==> src/rtl/load_use_scoreboard_if.sv <==
// rtl/load_use_scoreboard_if.sv - decode-side port bundle for the load-use scoreboard
interface load_use_scoreboard_if #(
  parameter int NUM_SRC = 2,
  parameter int REG_W   = 5,
  parameter int CNT_W   = 32
);
  logic [NUM_SRC-1:0]       src_en;
  logic [NUM_SRC*REG_W-1:0] src_req;
  logic                     issue_valid;
  logic                     issue_mem_read;
  logic [REG_W-1:0]         issue_req_w;
  logic                     flush;
  logic                     bubble;
  logic [2:0]               pending_cnt;
  logic [CNT_W-1:0]         stall_count;

  modport master (
    output src_en, src_req, issue_valid, issue_mem_read, issue_req_w, flush,
    input  bubble, pending_cnt, stall_count
  );

  modport slave (
    input  src_en, src_req, issue_valid, issue_mem_read, issue_req_w, flush,
    output bubble, pending_cnt, stall_count
  );
endinterface

==> src/rtl/load_use_scoreboard.sv <==
// rtl/load_use_scoreboard.sv - multi-cycle load-use hazard detector with flush and stall counter
module load_use_scoreboard #(
  parameter int NUM_SRC  = 2,
  parameter int REG_W    = 5,
  parameter int LOAD_LAT = 2,
  parameter int CNT_W    = 32
) (
  input logic                  clk,
  input logic                  rst,
  load_use_scoreboard_if.slave bus
);
  logic [LOAD_LAT-1:0] ent_v;
  logic [LOAD_LAT-1:0] ent_v_next;
  logic [REG_W-1:0]    ent_reg [LOAD_LAT];
  logic                hazard;
  logic                insert_v;
  logic [2:0]          pop_next;
  logic [2:0]          pending_q;
  logic [CNT_W-1:0]    stall_q;

  // Compare every enabled, non-zero source operand against every in-flight load destination.
  always_comb begin
    hazard = 1'b0;
    for (int i = 0; i < NUM_SRC; i++) begin
      for (int k = 0; k < LOAD_LAT; k++) begin
        if (bus.src_en[i] && (bus.src_req[i*REG_W +: REG_W] != '0) && ent_v[k] &&
            (ent_reg[k] == bus.src_req[i*REG_W +: REG_W])) begin
          hazard = 1'b1;
        end
      end
    end
  end

  assign bus.bubble = bus.issue_valid & hazard;

  // A stalled load re-presents next cycle, so it must not enter while bubble is high.
  assign insert_v = bus.issue_valid & bus.issue_mem_read & (bus.issue_req_w != '0) &
                    ~bus.bubble & ~bus.flush;

  // Next valid vector: shift toward retirement, or drop everything on flush.
  always_comb begin
    ent_v_next = '0;
    if (!bus.flush) begin
      for (int k = LOAD_LAT - 1; k > 0; k--) begin
        ent_v_next[k] = ent_v[k-1];
      end
      ent_v_next[0] = insert_v;
    end
  end

  // Population count of the post-edge scoreboard, registered as pending_cnt.
  always_comb begin
    pop_next = '0;
    for (int k = 0; k < LOAD_LAT; k++) begin
      pop_next = pop_next + {2'b00, ent_v_next[k]};
    end
  end

  // Valid bits and pending count; reset empties the scoreboard.
  always_ff @(posedge clk) begin
    if (rst) begin
      ent_v     <= '0;
      pending_q <= '0;
    end else begin
      ent_v     <= ent_v_next;
      pending_q <= pop_next;
    end
  end

  // Register numbers are only meaningful where v is set, so they shift unconditionally.
  always_ff @(posedge clk) begin
    ent_reg[0] <= bus.issue_req_w;
    for (int k = 1; k < LOAD_LAT; k++) begin
      ent_reg[k] <= ent_reg[k-1];
    end
  end

  // Saturating stall-cycle counter; flush leaves it alone, reset clears it.
  always_ff @(posedge clk) begin
    if (rst) begin
      stall_q <= '0;
    end else if (bus.bubble && (stall_q != '1)) begin
      stall_q <= stall_q + {{(CNT_W-1){1'b0}}, 1'b1};
    end
  end

  assign bus.pending_cnt = pending_q;
  assign bus.stall_count = stall_q;
endmodule
==> src/flat_wrapper.sv <==
// flat-port wrapper written by rule: the top's interface ports become plain ports
module load_use_scoreboard_flat 
#(
  parameter int NUM_SRC  = 2,
  parameter int REG_W    = 5,
  parameter int LOAD_LAT = 2,
  parameter int CNT_W    = 32
)
  (clk, rst, bus_src_en, bus_src_req, bus_issue_valid, bus_issue_mem_read, bus_issue_req_w, bus_flush, bus_bubble, bus_pending_cnt, bus_stall_count);
  load_use_scoreboard_if #(.NUM_SRC(NUM_SRC), .REG_W(REG_W), .CNT_W(CNT_W)) bus_i ();
  input logic clk;
  input logic rst;
  input wire logic [$bits(bus_i.src_en)-1:0] bus_src_en;
  input wire logic [$bits(bus_i.src_req)-1:0] bus_src_req;
  input wire logic [$bits(bus_i.issue_valid)-1:0] bus_issue_valid;
  input wire logic [$bits(bus_i.issue_mem_read)-1:0] bus_issue_mem_read;
  input wire logic [$bits(bus_i.issue_req_w)-1:0] bus_issue_req_w;
  input wire logic [$bits(bus_i.flush)-1:0] bus_flush;
  output wire logic [$bits(bus_i.bubble)-1:0] bus_bubble;
  output wire logic [$bits(bus_i.pending_cnt)-1:0] bus_pending_cnt;
  output wire logic [$bits(bus_i.stall_count)-1:0] bus_stall_count;
  assign bus_i.src_en = bus_src_en;
  assign bus_i.src_req = bus_src_req;
  assign bus_i.issue_valid = bus_issue_valid;
  assign bus_i.issue_mem_read = bus_issue_mem_read;
  assign bus_i.issue_req_w = bus_issue_req_w;
  assign bus_i.flush = bus_flush;
  assign bus_bubble = bus_i.bubble;
  assign bus_pending_cnt = bus_i.pending_cnt;
  assign bus_stall_count = bus_i.stall_count;
  load_use_scoreboard #(.NUM_SRC(NUM_SRC), .REG_W(REG_W), .LOAD_LAT(LOAD_LAT), .CNT_W(CNT_W)) u_core (.clk(clk), .rst(rst), .bus(bus_i));
endmodule
==> config.mk <==
export PLATFORM = sky130hd
export DESIGN_NAME = load_use_scoreboard_flat
export DESIGN_NICKNAME = d
export VERILOG_FILES = /design/src/rtl/load_use_scoreboard_if.sv /design/src/rtl/load_use_scoreboard.sv /design/src/flat_wrapper.sv
export SDC_FILE = /design/constraint.sdc
export NUM_CORES = 1
export LEC_CHECK = 0
export ABC_AREA = 1
export CAP_MARGIN = 20
export CORE_MARGIN = 3
export CORE_UTILIZATION = 40
export CTS_BUF_LIST = sky130_fd_sc_hd__clkbuf_8
export CTS_CLUSTER_DIAMETER = 60
export DETAILED_ROUTE_END_ITERATION = 7
export PLACE_DENSITY = 0.68
export REMOVE_ABC_BUFFERS = 1
export SLEW_MARGIN = 20
export SYNTH_ARGS = -nofsm -noshare
export SYNTH_HDL_FRONTEND = slang
export SYNTH_SLANG_ARGS = --single-unit
==> constraint.sdc <==
create_clock -name clk -period 1.6 [get_ports clk]
set_input_delay 0.32 -clock clk [delete_from_list [all_inputs] [get_ports clk]]
set_output_delay 0.32 -clock clk [all_outputs]
set_load 0.02 [all_outputs]
== Yosys cells after proc, flatten, opt, wreduce, memory -nomap -nowiden ==
Memory sizes are Yosys's and may differ from the RTL's.
Cells that the tools add are included.

* Add/subtract/negate cells: 2
* Equal/unequal tests: 5
* Mux-type cells: 5
* Bitwise operators: 7
* Reduce and logical (&&, ||, !) cells: 14

{| class="wikitable"
|+ Operator list
! kind !! number
|-
| 32-bit by 1-bit adder with 32-bit output, second input constant || 1
|-
| 32-bit != test, second input constant || 1
|-
| 5-bit equality test || 4
|-
| 5-bit nonzero test || 3
|-
| 1-bit logical AND || 11
|-
| 1-bit bitwise AND || 5
|-
| 1-bit 2-to-1 mux || 4
|-
| 1-bit by 1-bit adder with 2-bit output || 1
|-
| 2-bit 2-to-1 mux || 1
|-
| 1-bit inverter || 2
|}

* Register bits: 37
* Bits in writable memories: 10
* Input bits: 22
* Output and inout bits: 36
* Word-level logic and storage cells: 37
* Memories: 1

{| class="wikitable"
|+ Memories
! memory !! words !! width !! read ports !! clocked after memory_dff !! write ports !! line !! text
|-
| u_core.ent_reg || 2 || 5 || 2 || 0 || 2 || load_use_scoreboard.sv:14 || <nowiki>logic [REG_W-1:0] ent_reg [LOAD_LAT];</nowiki>
|}

== Depth between registers and ports, before layout ==
Gate-level depths: netlist (run 1).

* Word-level depth: 14
* Mapped depth: 15

== Worst setup path before layout (run 1) ==
No wires, ideal clock.

* Path type: register to register
* From: register u_core.stall_q[1] (netlist: u_core.bus.stall_count[1])
* To: register u_core.stall_q[10] (netlist: u_core.bus.stall_count[10])
* Library setup time: 128 ps
* Arrival: 1648 ps
* Path slack: -176 ps
* Stages on the path, launching flop included: 14
* Period minus slack after synthesis: 1776 ps
* Path through: dfxtp_1 ha_1 nand2_2 nor2_2 nand2_1 nor2_4 nand3_4 buf_6 nand2_1 inv_1 nand3_1 nand2_1 nand2_1 nor2_1

* Cells in the longest elaborated chain, start to end: 2
* Elaborated cells between the ends (all ways): 3
* Classes of those cells: add/sub: 1; eq/ne: 1; reduce/logical: 1

{| class="wikitable"
|+ Ends and longest elaborated chain
! item !! line !! text
|-
| from (decl) || load_use_scoreboard.sv:19 || <nowiki>logic [CNT_W-1:0] stall_q;</nowiki>
|-
| from (signal assigned) || load_use_scoreboard.sv:83 || <nowiki>stall_q <= stall_q + {{(CNT_W-1){1'b0}}, 1'b1};</nowiki>
|-
| parallel branches: the longest is 2 deep, another holds 32-bit by 1-bit adder with 32-bit output || -- ||
|}

Parallel ways; which one is timed is not known.
A chain may end at the register's enable or synchronous reset.

==> results_dict.tcl, run 1 <==
set metrics [dict create \
    largest_reg_flops 32 \
    rsz0062_at_grt "true" \
    drc 0 \
    peakVddDrop_v 0.000335 \
    overflow 0 \
    yosysMostFrequentCell "nand2_1" \
    diodes 0 \
    synth_top_area_cell "dfxtp_1" \
    ys_types 26 \
    yosys-mux-area-fraction_pct 0 \
    cp-end-kind "output pin" \
    cts_sinks 46 \
    worstSetupPathType "reg2out" \
    violations "setup timing" \
    gp_congestion 0.908 \
    cts_tree "built" \
    std_cell_rows 32 \
    area_delta_synth_final_pct 52.8 \
    gr-usage-met3_pct 4.07 \
    required_ns 1.28 \
    max_cap_viol_count 0 \
    ys_ff_latch 46 \
    wire_per_inst_um 13.6 \
    final_util_pct 63.4 \
    r2r_cells 15 \
    drtAntennaViolNets 0 \
    grt_pass1_vias 3603 \
    synth_edf_count 0 \
    clk_latency_ns 0.31 \
    synthesis.area_mm2 0.00324 \
    cp.arrival_ns 1.48 \
    finalWorstSetupSlack_ns -0.203 \
    dp_hpwl_um 7000 \
    totalWireLength_um 10800 \
    clock_path_buffers 2 \
    netlist_instances 566 \
    cp_max_fo 3 \
    yosys_warnings 0 \
    synth_area_per_cell_um2 5.72 \
    ys_top_cells_by_count "nand2_1 (190), inv_1 (95), nor2_1 (93)" \
    cts_buffers 5 \
    finalSetupViolCount 32 \
    groute.usage.overall_pct 21.1 \
    cellPowerDensity_mw_per_mm2 457 \
    drt_iter0_drc 162 \
    synth-xor-area-share_pct 0.270 \
    synth_compound_area_share_pct 1.24 \
    top_usage_layer "met2" \
    worstSetupStartpointType "flip-flop" \
    max_freq_ghz 0.555 \
    synth_area_leaders "dfxtp_1 (28%), nand2_1 (22%), inv_1 (11%)" \
    vias 3986 \
    hold_viol 0 \
    die-height_um 96.0 \
    dieWidth_um 96.0 \
    layout_min_cycle_time_ns 1.80 \
    power.total_mw 2.26 \
    via_per_inst 5.02 \
    worst_hold_path.num_cells 0 \
    grt_use_met1_pct 26.0 \
    firstDrtPassIters 5 \
    start_util_pct 41.5 \
    ys_seq_area_share_pct 28.4 \
    grt_max_degree 56 \
    cts_root_buf "clkbuf_8" \
    cts_max_level 2 \
    yosys.area_share.simple_pct 54.1 \
    drv_slew 0 \
    final_area_mm2 0.00495 \
    period_share_pct 113 \
    die_area_mm2 0.00921 \
    ios 58 \
    cts.clk_slew.worst_paths_ns 0.08 \
    synthAdderAreaFrac_pct 0.772 \
    p_leak_nw 2.35 \
    hold_class "reg2reg" \
    place_area_mm2 0.00433 \
    synth-main-ff-cell "dfxtp_1" \
    outcome "complete, but fails checks" \
    port_buffers 56 \
    synth_top_cell_area_share_pct 28.4 \
    hold_buffers 0 \
    grt_use_met2_pct 37.0 \
    grt_pass1_wl_um 15800 \
    synth_top_family_by_area "simple AND/OR/NAND/NOR gates" \
    finalNetCount 715 \
    drive_above_1_share_pct 31.5 \
    async_reset_ff_share_pct 0 \
    antenna_found_initial 0 \
    core_area_mm2 0.00781 \
    finClkSkew_ns 0.0153 \
]
-- cell type report --
class,instances,area [um2]
fillers,709,2860
multi-input cells,404,2160
repair buffers,134,1220
flip-flops and latches,46,952
inverters,100,383
well taps,102,128
clock buffers,5,68.8
clock inverters,3,37.5
-- timing repair --
action / CTS / global route
pin swaps: 11 / 48
setup endpoints to repair: 67 / 35
resized for setup: 83 / 112
cloned: 0 / 5
setup buffers: 0 / 9
-- final timing paths --
path	from	end	slack, ns
setup / recovery	u_core.ent_reg[0][7]	bus_bubble	-0.20
hold / removal	u_core.ent_reg[0][1]	u_core.ent_reg[0][6]	0.38
setup reg to reg	u_core.ent_reg[0][7]	u_core.bus.pending_cnt[0]	-0.10
hold reg to reg	u_core.ent_reg[0][1]	u_core.ent_reg[0][6]	0.38
-- metal layers --
metal,up-vias,wire (um)
met5,-,0
met4,0,301
met3,33,619
met2,138,5360
met1,1829,4530
li1,1986,-
-- cell usage in the layout, fill, tap and decap left out, drive strengths merged --
cell,count
nand3b,3
nor3,7
ha,2
nor2,106
nand3,45
a21oi,4
nand2,198
dfxtp,46
clkdlybuf4s50,12
inv,102
dlygate4sd2,42
bufinv,1
o21ai,4
buf,78
xnor2,1
clkbuf,7
nand4,33
conb,1
-- critical path, stage by stage, from the launching register on --
cell     delay [ns]
dfxtp_2        0.34
inv_1          0.06
nand2_1        0.06
nand2_1        0.06
nor2_2         0.10
nand3_1        0.09
nand2_1        0.10
nand2_2        0.07
nand2_4        0.10
nand2_4        0.06
inv_2          0.05
buf_6          0.10
-- power breakdown --
group / internal, mW / switching, mW / total, mW / leakage [nW]
clock: 0.455 / 0.405 / 0.860 / 0.0607
sequential: 1.16 / 0.0169 / 1.18 / 0.380
combinational: 0.0872 / 0.137 / 0.224 / 1.91
total: 1.70 / 0.559 / 2.26 / 2.35
-- logic make-up (layout without fill, tap and decap cells) --
kind of cell	count (synthesis)	count (layout)
DFF	46	46
xor gates and xnor gates	1	1
adders and majority gates	2	2
and+or+nand+nor	391	392
buffers and inverters	117	242
AOI/OAI and AO/OA	8	8
other	1	1
-- stage by stage --
step | worst slack [ns] | hold WS [ns] | setup TNS (ns) | instances
global route | -0.340 | 0.391 | -5.77 | 794
floorplan | -0.806 | 0.348 | -17.23 | 549
CTS | -0.171 | 0.384 | -2.67 | 780
finish | -0.203 | 0.384 | -1.72 | 794
global placement | -0.810 | 0.384 | -23.49 | 772
detailed placement | -0.829 | 0.385 | -25.23 | 772
No activity file was read; power rests on OpenSTA's default activity.
==> inputs of run 2 (changes only) <==
--- a/config.mk
+++ b/config.mk
@@ -7,7 +7,7 @@
 export LEC_CHECK = 0
 export ABC_AREA = 1
 export CAP_MARGIN = 20
-export CORE_MARGIN = 3
+export CORE_MARGIN = 4
 export CORE_UTILIZATION = 40
 export CTS_BUF_LIST = sky130_fd_sc_hd__clkbuf_8
 export CTS_CLUSTER_DIAMETER = 60
==> run 2 against run 1 <==
  * The run still ends with setup timing left
  * Worst hold slack got worse by 0.0057 ns
  * Register-to-register slack got worse by 0.04 ns
  * Total power rose by 9.8%
  * Critical endpoint unchanged
  * Final cell count rose by 0.50%
  * Sequential cell count did not move
  * Final area fell by 0.63%
  * Highest routed layer unchanged
  * Via count fell by 0.33%
==> results_dict.tcl, run 2 (same netlist as run 1, synthesis figures left out) <==
set metrics [dict create \
    vias 3973 \
    drc 0 \
    drv_slew 0 \
    fill_cells 725 \
    final_cell_mix "nand2_1 (175), nor2_1 (85), inv_1 (81)" \
    required_ns 1.28 \
    core_area_mm2 0.00781 \
    clock_path_buffers 2 \
    cts.clk_slew.worst_paths_ns 0.09 \
    finClkSkew_ns 0.00959 \
    p_leak_nw 2.38 \
    violations "setup timing" \
    clk_latency_ns 0.30 \
    grt_max_degree 56 \
    crit_slowest_cell "dfxtp_2" \
    finalNetCount 719 \
    reg2reg_setup_slack_ns -0.14 \
    dieWidth_um 98.0 \
    outcome "complete, but fails checks" \
    cp.arrival_ns 1.46 \
    start_util_pct 41.5 \
    cts_sinks 46 \
    antenna_found_initial 0 \
    diodes 0 \
    firstDrtPassIters 6 \
    via_per_inst 4.98 \
    drive_above_1_share_pct 27.4 \
    crit_family "simple AND/OR/NAND/NOR gates" \
    largest_reg_flops 32 \
    max_freq_ghz 0.560 \
    worstPathBufferInverterCount 3 \
    max_cap_viol_count 0 \
    hold_viol 0 \
    worstSetupPathType "reg2out" \
    hold_class "reg2reg" \
    grt_pass1_vias 3616 \
    cts_tree "built" \
    totalWireLength_um 10600 \
    wire_per_inst_um 13.3 \
    max_stage_delay_ns 0.37 \
    final_common_cell "nand2_1" \
    area_delta_synth_final_pct 51.8 \
    finalSetupViolCount 32 \
    worstSetupStartpointType "flip-flop" \
    layout_min_cycle_time_ns 1.78 \
    die-height_um 98.0 \
    place_inst 773 \
    dp_hpwl_um 7070 \
    finalWorstSetupSlack_ns -0.184 \
    drt_iter0_drc 222 \
    cts_buffers 5 \
    groute.usage.overall_pct 19.4 \
    grt_pass1_wl_um 15900 \
    peakVddDrop_v 0.000487 \
    path_common_cell "nand2_1" \
    period_share_pct 112 \
    power.total_mw 2.48 \
    gp_congestion 0.923 \
    cp_max_fo 4 \
    fin_cells 798 \
    cellPowerDensity_mw_per_mm2 504 \
    ios 58 \
    cts_max_level 2 \
    overflow 0 \
    port_buffers 56 \
    die_area_mm2 0.00960 \
    rsz0062_at_grt "true" \
    crit_chain "inv_2 > nand2_1 > nand2_1 > nor2_1 > nand3_1 > nand2_1 > nand2_2 > nand2_4 > nand2_4 > inv_2 > buf_6" \
    drtAntennaViolNets 0 \
    cp-end-kind "output pin" \
    std_cell_rows 32 \
    cts_root_buf "clkbuf_8" \
]
-- run 2: layout make-up --
class                      count  area, um2  area share, %
tap                          102        128           2.59
timing repair buffer         138       1260           25.6
multi-input combinational    404       2050           41.7
clock inverter                 2       60.1           1.22
clock buffer                   6       82.6           1.68
inverter                     100        378           7.68
sequential                    46        957           19.5
-- run 2: worst paths after layout --
path                             startpoint                         end  cells after the start
setup / recovery       u_core.ent_reg[0][1]                  bus_bubble                     11
hold / removal         u_core.ent_reg[0][0]        u_core.ent_reg[0][5]                      0
setup reg to reg  u_core.bus.stall_count[9]  u_core.bus.stall_count[20]                     10
hold reg to reg        u_core.ent_reg[0][0]        u_core.ent_reg[0][5]                      0
-- run 2: timing repair --
action | CTS | global route
hold buffers | 0 | 0
gates cloned | 0 | 8
setup endpoints to repair | 67 | 35
pin swaps | 5 | 27
gates resized for setup | 79 | 72
buffers inserted | 1 | 8
-- run 2: report_power, final --
group | total, mW | internal (mW) | switching (mW)
sequential | 1.17 | 1.16 | 0.0163
clock | 1.09 | 0.667 | 0.426
combinational | 0.216 | 0.0837 | 0.132
-- run 2: metal layers --
metal  share of wire, %  global-route usage, %  vias up
met5                  0                      0        -
met4                2.5                   5.22        0
met3                6.5                   4.00       29
met2                 47                   33.4      162
met1                 44                   24.7     1798
li1                   -                      -     1984
-- run 2: worst reg2reg max path: cells and delay by family (launching register included) --
family | cells | cell delay (ns)
and+or+nand+nor | 9 | 1.13
DFF | 1 | 0.37
AOI/OAI and AO/OA | 1 | 0.18
-- run 2: through the flow --
stage               setup slack, ns  TNS [ns]  area [um2]  util (%)  hold WS, ns
detailed placement           -0.830    -24.33        4320      55.3        0.383
global route                 -0.293     -6.05        4920      63.0        0.391
floorplan                    -0.806    -17.23        3130         -        0.348
CTS                          -0.218     -3.43        4500      57.6        0.390
finish                       -0.184     -1.88        4920      63.0        0.379
global placement             -0.844    -24.49        4320      55.3        0.390
